**config.mk**
```make
export PLATFORM = sky130hd
export DESIGN_NAME = fwd_scoreboard_flat
export DESIGN_NICKNAME = d
export VERILOG_FILES = /design/src/rtl/fwd_scoreboard_if.sv /design/src/rtl/fwd_scoreboard.sv /design/src/flat_wrapper.sv
export SDC_FILE = /design/constraint.sdc
export NUM_CORES = 1
export LEC_CHECK = 0
export BUFFER_PORTS_ARGS = -buffer_cell sky130_fd_sc_hd__buf_4
export CAP_MARGIN = 20
export CORE_ASPECT_RATIO = 1.2
export CORE_UTILIZATION = 52
export CTS_BUF_LIST = sky130_fd_sc_hd__clkbuf_16
export DETAILED_ROUTE_END_ITERATION = 10
export PLACE_DENSITY_LB_ADDON = 0.12
export SYNTH_ARGS = -nofsm -noshare
export SYNTH_HDL_FRONTEND = slang
export SYNTH_SLANG_ARGS = --single-unit
```
**constraint.sdc**
```tcl
create_clock -name clk -period 2.1 [get_ports clk]
set_input_delay 0.105 -clock clk [delete_from_list [all_inputs] [get_ports clk]]
set_output_delay 0.105 -clock clk [all_outputs]
set_load 0.02 [all_outputs]
```
**src/rtl/fwd_scoreboard_if.sv**
```systemverilog
// ID-stage operand bundle between the pipeline control and the forwarding
// scoreboard. The master drives the ID-side fields and receives the
// forward selects and the stall request; the scoreboard is the slave.
interface fwd_scoreboard_if #(
    parameter int NUM_SRC = 2,
    parameter int RW      = 5,
    parameter int LW      = 2,
    parameter int SW      = 2
);
    logic                  ext_hold;
    logic                  flush;
    logic                  id_valid;
    logic                  id_wr_en;
    logic [RW-1:0]         id_rd;
    logic [LW-1:0]         id_ready_at;
    logic [NUM_SRC*RW-1:0] id_rs_flat;
    logic [NUM_SRC-1:0]    id_rs_used;
    logic [NUM_SRC*SW-1:0] fw_sel_flat;
    logic                  hazard_stall;

    modport master (
        output ext_hold, flush, id_valid, id_wr_en, id_rd, id_ready_at,
               id_rs_flat, id_rs_used,
        input  fw_sel_flat, hazard_stall
    );

    modport slave (
        input  ext_hold, flush, id_valid, id_wr_en, id_rd, id_ready_at,
               id_rs_flat, id_rs_used,
        output fw_sel_flat, hazard_stall
    );
endinterface

```
**src/rtl/fwd_scoreboard.sv**
```systemverilog
// Forwarding scoreboard: tracks in-flight register writes for DEPTH stages
// after ID and, per ID source operand, picks the stage bus to forward from or
// requests a stall when the youngest producer's value is not yet available.
// Optional statistics counters are built when FWD_SCOREBOARD_STATS_EN is
// defined; without it the stat ports are absent and core behaviour is equal.
module fwd_scoreboard #(
    parameter int NUM_SRC = 2,
    parameter int DEPTH   = 3,
    parameter int RW      = 5,
    parameter int LW      = 2,
    parameter int SW      = 2,
    parameter int CNTW    = 16
) (
    input  logic               clk,
    input  logic               nrst,
    fwd_scoreboard_if.slave    sb_if
`ifdef FWD_SCOREBOARD_STATS_EN
    ,
    output logic [CNTW-1:0]    stat_stall_cnt,
    output logic [CNTW-1:0]    stat_fwd_cnt
`endif
);

    // Parameter sanity: ready-at and select fields must be able to hold DEPTH.
    if (LW < $clog2(DEPTH + 1) || SW < $clog2(DEPTH + 1) || CNTW < 1 ||
        DEPTH < 1 || NUM_SRC < 1) begin : g_bad_params
        $error("fwd_scoreboard: inconsistent parameters");
    end

    // Scoreboard state, position 1 = EXE ... position DEPTH = oldest tracked.
    logic [DEPTH:1] r_vld;
    logic [RW-1:0]  r_rd  [1:DEPTH];
    logic [LW-1:0]  r_rdy [1:DEPTH];

    logic [NUM_SRC*SW-1:0] w_fw_sel_flat;
    logic [NUM_SRC-1:0]    w_stall_req;
    logic                  w_hazard;
    logic                  w_load_vld;
    logic [LW-1:0]         w_rdy_in;
    logic [RW-1:0]         w_rs;

    // Per-source producer search; lowest matching position (youngest) wins.
    always_comb begin
        // NOTE: every output of this block gets a default before the loops so
        // no path leaves a value unassigned, which would infer a latch.
        w_fw_sel_flat = '0;
        w_stall_req   = '0;
        w_rs          = '0;
        for (int s = 0; s < NUM_SRC; s++) begin
            w_rs = sb_if.id_rs_flat[s*RW +: RW];
            // Walk oldest to youngest so the youngest match overwrites.
            for (int k = DEPTH; k >= 1; k--) begin
                if (sb_if.id_rs_used[s] && (w_rs != '0) && r_vld[k] &&
                    (r_rd[k] == w_rs)) begin
                    if (k >= int'(r_rdy[k])) begin
                        w_fw_sel_flat[s*SW +: SW] = SW'(k);
                        w_stall_req[s]            = 1'b0;
                    end else begin
                        w_fw_sel_flat[s*SW +: SW] = '0;
                        w_stall_req[s]            = 1'b1;
                    end
                end
            end
        end
    end

    // A frozen pipeline already holds ID, so the stall is suppressed then.
    assign w_hazard = (|w_stall_req) & ~sb_if.ext_hold;

    assign sb_if.fw_sel_flat  = w_fw_sel_flat;
    assign sb_if.hazard_stall = w_hazard;

    // Normalise ready-at: 0 means ALU (1), anything beyond DEPTH clamps.
    always_comb begin
        if (sb_if.id_ready_at == '0) begin
            w_rdy_in = LW'(1);
        end else if (int'(sb_if.id_ready_at) > DEPTH) begin
            w_rdy_in = LW'(DEPTH);
        end else begin
            w_rdy_in = sb_if.id_ready_at;
        end
    end

    // Writes to x0 are never tracked; flush or stall inject a bubble.
    assign w_load_vld = sb_if.id_valid & sb_if.id_wr_en &
                        (sb_if.id_rd != '0) & ~sb_if.flush & ~w_hazard;

    // Shift the scoreboard one stage per unheld cycle; oldest entry retires.
    always_ff @(posedge clk or negedge nrst) begin
        if (!nrst) begin
            r_vld <= '0;
            for (int k = 1; k <= DEPTH; k++) begin
                r_rd[k]  <= '0;
                r_rdy[k] <= '0;
            end
        end else if (!sb_if.ext_hold) begin
            // NOTE: non-blocking assignments make every position read the
            // pre-edge value of its neighbour, giving a true shift register.
            for (int k = DEPTH; k >= 2; k--) begin
                r_vld[k] <= r_vld[k-1];
                r_rd[k]  <= r_rd[k-1];
                r_rdy[k] <= r_rdy[k-1];
            end
            r_vld[1] <= w_load_vld;
            r_rd[1]  <= sb_if.id_rd;
            r_rdy[1] <= w_rdy_in;
        end
    end

`ifdef FWD_SCOREBOARD_STATS_EN
    logic [CNTW-1:0] r_stall_cnt;
    logic [CNTW-1:0] r_fwd_cnt;
    logic            w_fwd_event;

    assign w_fwd_event = sb_if.id_valid & ~sb_if.flush & ~w_hazard &
                         (|w_fw_sel_flat);

    // Saturating counts of stall cycles and forwarded issues, frozen on hold.
    always_ff @(posedge clk or negedge nrst) begin
        if (!nrst) begin
            r_stall_cnt <= '0;
            r_fwd_cnt   <= '0;
        end else if (!sb_if.ext_hold) begin
            if (w_hazard && (r_stall_cnt != '1)) begin
                r_stall_cnt <= r_stall_cnt + CNTW'(1);
            end
            if (w_fwd_event && (r_fwd_cnt != '1)) begin
                r_fwd_cnt <= r_fwd_cnt + CNTW'(1);
            end
        end
    end

    assign stat_stall_cnt = r_stall_cnt;
    assign stat_fwd_cnt   = r_fwd_cnt;
`endif

endmodule

```
**src/flat_wrapper.sv**
```systemverilog
// flat-port wrapper written by rule: the top's interface ports become plain ports
module fwd_scoreboard_flat 
#(
    parameter int NUM_SRC = 2,
    parameter int DEPTH   = 3,
    parameter int RW      = 5,
    parameter int LW      = 2,
    parameter int SW      = 2,
    parameter int CNTW    = 16
)
  (clk, nrst, sb_if_ext_hold, sb_if_flush, sb_if_id_valid, sb_if_id_wr_en, sb_if_id_rd, sb_if_id_ready_at, sb_if_id_rs_flat, sb_if_id_rs_used, sb_if_fw_sel_flat, sb_if_hazard_stall);
  fwd_scoreboard_if #(.NUM_SRC(NUM_SRC), .RW(RW), .LW(LW), .SW(SW)) sb_if_i ();
  input  logic clk;
  input  logic nrst;
  input wire logic [$bits(sb_if_i.ext_hold)-1:0] sb_if_ext_hold;
  input wire logic [$bits(sb_if_i.flush)-1:0] sb_if_flush;
  input wire logic [$bits(sb_if_i.id_valid)-1:0] sb_if_id_valid;
  input wire logic [$bits(sb_if_i.id_wr_en)-1:0] sb_if_id_wr_en;
  input wire logic [$bits(sb_if_i.id_rd)-1:0] sb_if_id_rd;
  input wire logic [$bits(sb_if_i.id_ready_at)-1:0] sb_if_id_ready_at;
  input wire logic [$bits(sb_if_i.id_rs_flat)-1:0] sb_if_id_rs_flat;
  input wire logic [$bits(sb_if_i.id_rs_used)-1:0] sb_if_id_rs_used;
  output wire logic [$bits(sb_if_i.fw_sel_flat)-1:0] sb_if_fw_sel_flat;
  output wire logic [$bits(sb_if_i.hazard_stall)-1:0] sb_if_hazard_stall;
  assign sb_if_i.ext_hold = sb_if_ext_hold;
  assign sb_if_i.flush = sb_if_flush;
  assign sb_if_i.id_valid = sb_if_id_valid;
  assign sb_if_i.id_wr_en = sb_if_id_wr_en;
  assign sb_if_i.id_rd = sb_if_id_rd;
  assign sb_if_i.id_ready_at = sb_if_id_ready_at;
  assign sb_if_i.id_rs_flat = sb_if_id_rs_flat;
  assign sb_if_i.id_rs_used = sb_if_id_rs_used;
  assign sb_if_fw_sel_flat = sb_if_i.fw_sel_flat;
  assign sb_if_hazard_stall = sb_if_i.hazard_stall;
  fwd_scoreboard #(.NUM_SRC(NUM_SRC), .DEPTH(DEPTH), .RW(RW), .LW(LW), .SW(SW), .CNTW(CNTW)) u_core (.clk(clk), .nrst(nrst), .sb_if(sb_if_i));
endmodule
```
### Word-level counts from Yosys, hierarchy flattened

Cells that the tools add are included.
Widths: inputs -> output; s select.

| word-level totals | value |
|---|---|
| register bits | 22 |
| input port bits | 25 |
| output and inout port bits | 5 |
| word-level logic and storage cells | 56 |

| operators by class | value |
|---|---|
| order comparisons | 2 |
| equality and inequality tests | 6 |
| multiplexer cells | 15 |
| bitwise gates (word level) | 8 |
| reduce and logical (&&, ||, !) cells | 19 |

Operator list:

| kind | count |
|---|---|
| $eq 5x5->1 | 6 |
| $mux 2 | 8 |
| $reduce_bool 5->1 | 3 |
| $logic_and 1x1->1 | 14 |
| $mux 1 | 7 |
| $and 1x1->1 | 5 |
| $not 1->1 | 3 |
| $ge 1x2->1 const A | 1 |
| $ge 2x2->1 const A | 1 |
| $logic_not 2->1 | 1 |
| $reduce_or 2->1 | 1 |

### Depth between registers and ports, before layout

| depth | value |
|---|---|
| depth in word-level cells | 10 |
| mapped depth | 5 |
| mapped depth without buffers | 5 |

### Worst setup path before layout

No wires, ideal clock.

| timing path | value |
|---|---|
| kind | flip-flop to output port |
| from | register u_core.r_rd[6] in the netlist's numbering |
| to | output sb_if_hazard_stall |
| data arrival time | 1.747 ns |
| required time | 1.995 ns |
| path slack | 0.248 ns |
| stages on the path, launching flop included | 6 |
| buffers on the path | 0 |
| cell sequence | dfrtp_1 > xor2_1 > nor4_2 > nand4b_1 > o22a_1 > o31ai_1 |

| on the way | value |
|---|---|
| cells in the longest elaborated chain, start to end | 6 |
| elaborated cells on any way between the ends | 10 |
| classes of those cells | 2 x eq/ne; 4 x mux; 1 x bitwise; 3 x reduce/logical |

Ends and longest elaborated chain:

| item | line | text |
|---|---|---|
| start: declaration | fwd_scoreboard.sv:32 | `logic [RW-1:0] r_rd [1:DEPTH];` |
| start signal: indexed assignment | fwd_scoreboard.sv:101 | `r_rd[k] <= r_rd[k-1];` |
| $eq 5x5->1 | fwd_scoreboard.sv:54 | `(r_rd[k] == w_rs)) begin` |
| $logic_and 1x1->1 | fwd_scoreboard.sv:53 | `if (sb_if.id_rs_used[s] && (w_rs != '0) && r_vld[k] &&` |
| $mux 1 (2 in series) | fwd_scoreboard.sv:53 |  |
| $reduce_or 2->1 (*) | fwd_scoreboard.sv:68 | `assign w_hazard = (\|w_stall_req) & ~sb_if.ext_hold;` |
| $and 1x1->1 (*) | fwd_scoreboard.sv:68 |  |
| end: declaration | flat_wrapper.sv:24 | `output wire logic [$bits(sb_if_i.hazard_stall)-1:0] sb_if_hazard_stall;` |

Mark *: on every way between the ends. The rest lies on a longest branch, timed or not.

### Worst setup path after layout

Same ends and word-level chain as after synthesis.

==> impl_metrics.toml <==
[sta]
setup_viol = 0
slew_headroom_pct = 79.13
finalCriticalPeriod_ns = 2.003
tightestPinTransition_ns = 0.3113
rsz0062_at_grt = "no"
hold_violations = 0
drv_slew = 0
fmax_mhz = 499.2
post-route-period-util_pct = 95.39
finalSetupTns_ns = 0
fin_skew_ns = 0.001033

[power]
p_leak_nw = 0.7099
peakVddDrop_mv = 0.5189
finalPower_w = 0.001340
power_density_nw_per_um2 = 784.2

[cells_and_area]
mostFrequentLayoutCells = "buf_4 (31), xnor2_1 (22), dfrtp_1 (22)"
drive_gt1_share_pct = 38.96
num_antenna_cells = 0
final_common_cell = "buf_4"
syn_to_final_growth_pct = 26.72
layout.nets = 180

[global_route]
grt_pass1_wl_mm = 4.712
grt_pass1_vias = 993
antenna_found_initial = 0
grt_use_total_pct = 22.60
grt_max_degree = 29
grt_overflow = 0

[synthesis]
ys.warnings.count = 0
ys_ff_latch = 22
synthCells = 121
synth_nets = 146
synth_cell_types = 26
syn_area_per_cell_um2 = 11.15
syn_area_um2 = 1349
ys_seq_area_share_pct = 40.82

[floorplan]
die_h_um = 57.79
io_pins = 30
rows = 19
dieArea_um2 = 2802
core-area_um2 = 2377
start_util_pct = 56.74
die_x_um = 48.49

[cts]
cts_tree = "done"
clkLatencyLatePin_ns = 0.25
root_buffer = "clkbuf_16"
htree_levels = 1
clockBufferDepth = 2
cts_made_buffers = 3
clock-sinks = 22
clkTransAtPathRegs_ns = 0.06

[detailed_routing]
dr.max_layer_used = "met4"
drt-met1-wl_mm = 1.224
dr_total_vias = 1000
dr_wl_met3_um = 105
drtIter0Drc = 15
wl_mm = 2.906
dr.pass1.iters = 4
ant_nets = 0
wl_met2_mm = 1.523
routed_via_density = 5.405
drc = 0
wl_per_cell_um = 15.71

[job]
cap_violations = 0

[placed_design]
place_congestion = 0.8982
port_buffers = 29
hpwl_mm = 2.148

[outcome]
status = "finished clean"

[worst_setup_path]
crit_path_start_kind = "flop"
crit_required_ns = 2.00
critPathKind = "reg2out"
critPathMaxFanout = 4
worstSetupEndpointType = "primary output"
arrival_ns = 1.90

[min_path]
hold_class = "in2reg"
[timing repair]
| item | CTS | global route |
|---|---|---|
| resized for setup | 0 | 1 |
| setup endpoints to repair | 0 | 1 |
| buffers inserted | 0 | 2 |
| hold buffers | 1 | 0 |
| endpoints found under the hold margin | 22 | 0 |
[logic make-up (layout without fill, tap and decap cells)]
kind of cell              after synthesis  count (layout)  share of synthesized area, %
muxes                                  19              19                         15.68
and+or+nand+nor                        33              33                         14.84
buffers and inverters                   5              38                         2.876
DFF                                    22              22                         40.82
xor gates and xnor gates               30              30                         19.48
AOI/OAI and AO/OA                      12              12                         6.309
[worst max-delay path, cell delays in order, from the launching register on]
cell and delay, ns:
dfrtp_1 0.42, xor2_1 0.17, nor4_2 0.28, nand4b_1 0.17
o22a_1 0.26, o31ai_2 0.17, buf_4 0.17
[per-stage QoR]
stage | area [um2] | utilization (%) | setup WS [ns] | hold WS, ns | instances
floorplan | 1349 | - | 0.2482 | -0.1906 | 121
global route | 1709 | 71.89 | 0.005378 | 0.09518 | 185
global placement | 1574 | 66.21 | 0.3369 | 0.008398 | 178
CTS | 1689 | 71.05 | 0.01406 | 0.08020 | 183
finish | 1709 | 71.89 | 0.09678 | 0.08180 | 185
detailed placement | 1574 | 66.21 | 0.2991 | 0.006794 | 178
[metal layers]
metal	up-vias	track usage, %
li1	490	-
met1	478	28.26
met2	25	38.83
met3	7	3.150
met4	0	10.92
met5	-	0
[state kept, by name (all words and copies together) (netlist names)]
signal and cells:
u_core.r_vld 3, u_core.r_rdy 4, u_core.r_rd 15
[report_power, final]
part / internal (W) / total [W] / switching (W)
Combinational: 0.000154 / 0.000265 / 0.000111
Clock: 0.000378 / 0.000528 / 0.000149
Sequential: 0.000479 / 0.000547 / 0.0000683
[worst paths after layout]
kind | from | to | slack (ns) | depth (start not counted)
hold / removal | sb_if_id_ready_at[1] | u_core.r_rdy[5] | 0.08 | 3
min in group asynchronous | nrst | u_core.r_vld[2] | 0.28 | 2
setup reg to reg | u_core.r_rd[6] | u_core.r_vld[1] | 0.23 | 6
hold reg to reg | u_core.r_rdy[3] | u_core.r_rdy[3] | 0.48 | 2
setup / recovery | u_core.r_rd[6] | sb_if_hazard_stall | 0.1 | 6
max in group asynchronous | nrst | u_core.r_rdy[2] | 1.60 | 2
[synth_stat cells (all sizes together)]
cell type | number | share of area (%)
nor3 | 4 | 2.2
xor2 | 8 | 5.2
xnor2 | 22 | 14
nand2 | 13 | 3.6
o21ai | 4 | 2.0
or4 | 3 | 1.7
o2111ai | 1 | 0.65
inv | 2 | 0.56
or2b | 1 | 0.65
nand4 | 4 | 1.9
dfrtp | 22 | 41
mux2i | 2 | 1.5
o22a | 1 | 0.65
nor4 | 2 | 1.9
a21oi | 3 | 1.1
clkbuf | 3 | 2.3
o311a | 1 | 0.74
mux2 | 17 | 14
o21bai | 1 | 0.56
nor2 | 1 | 0.28
o31ai | 1 | 0.56
nand4b | 2 | 1.3
nand2b | 3 | 1.4
[layout make-up]
cell class,instances,area (um2)
clock buffer,3,75.07
timing repair buffer,32,242.7
multi-input combinational,94,764.5
fill,201,668.1
inverter,2,7.507
clock inverter,1,30.03
sequential,22,550.5
tap,31,38.79
Power figures use the tool's default switching activity.
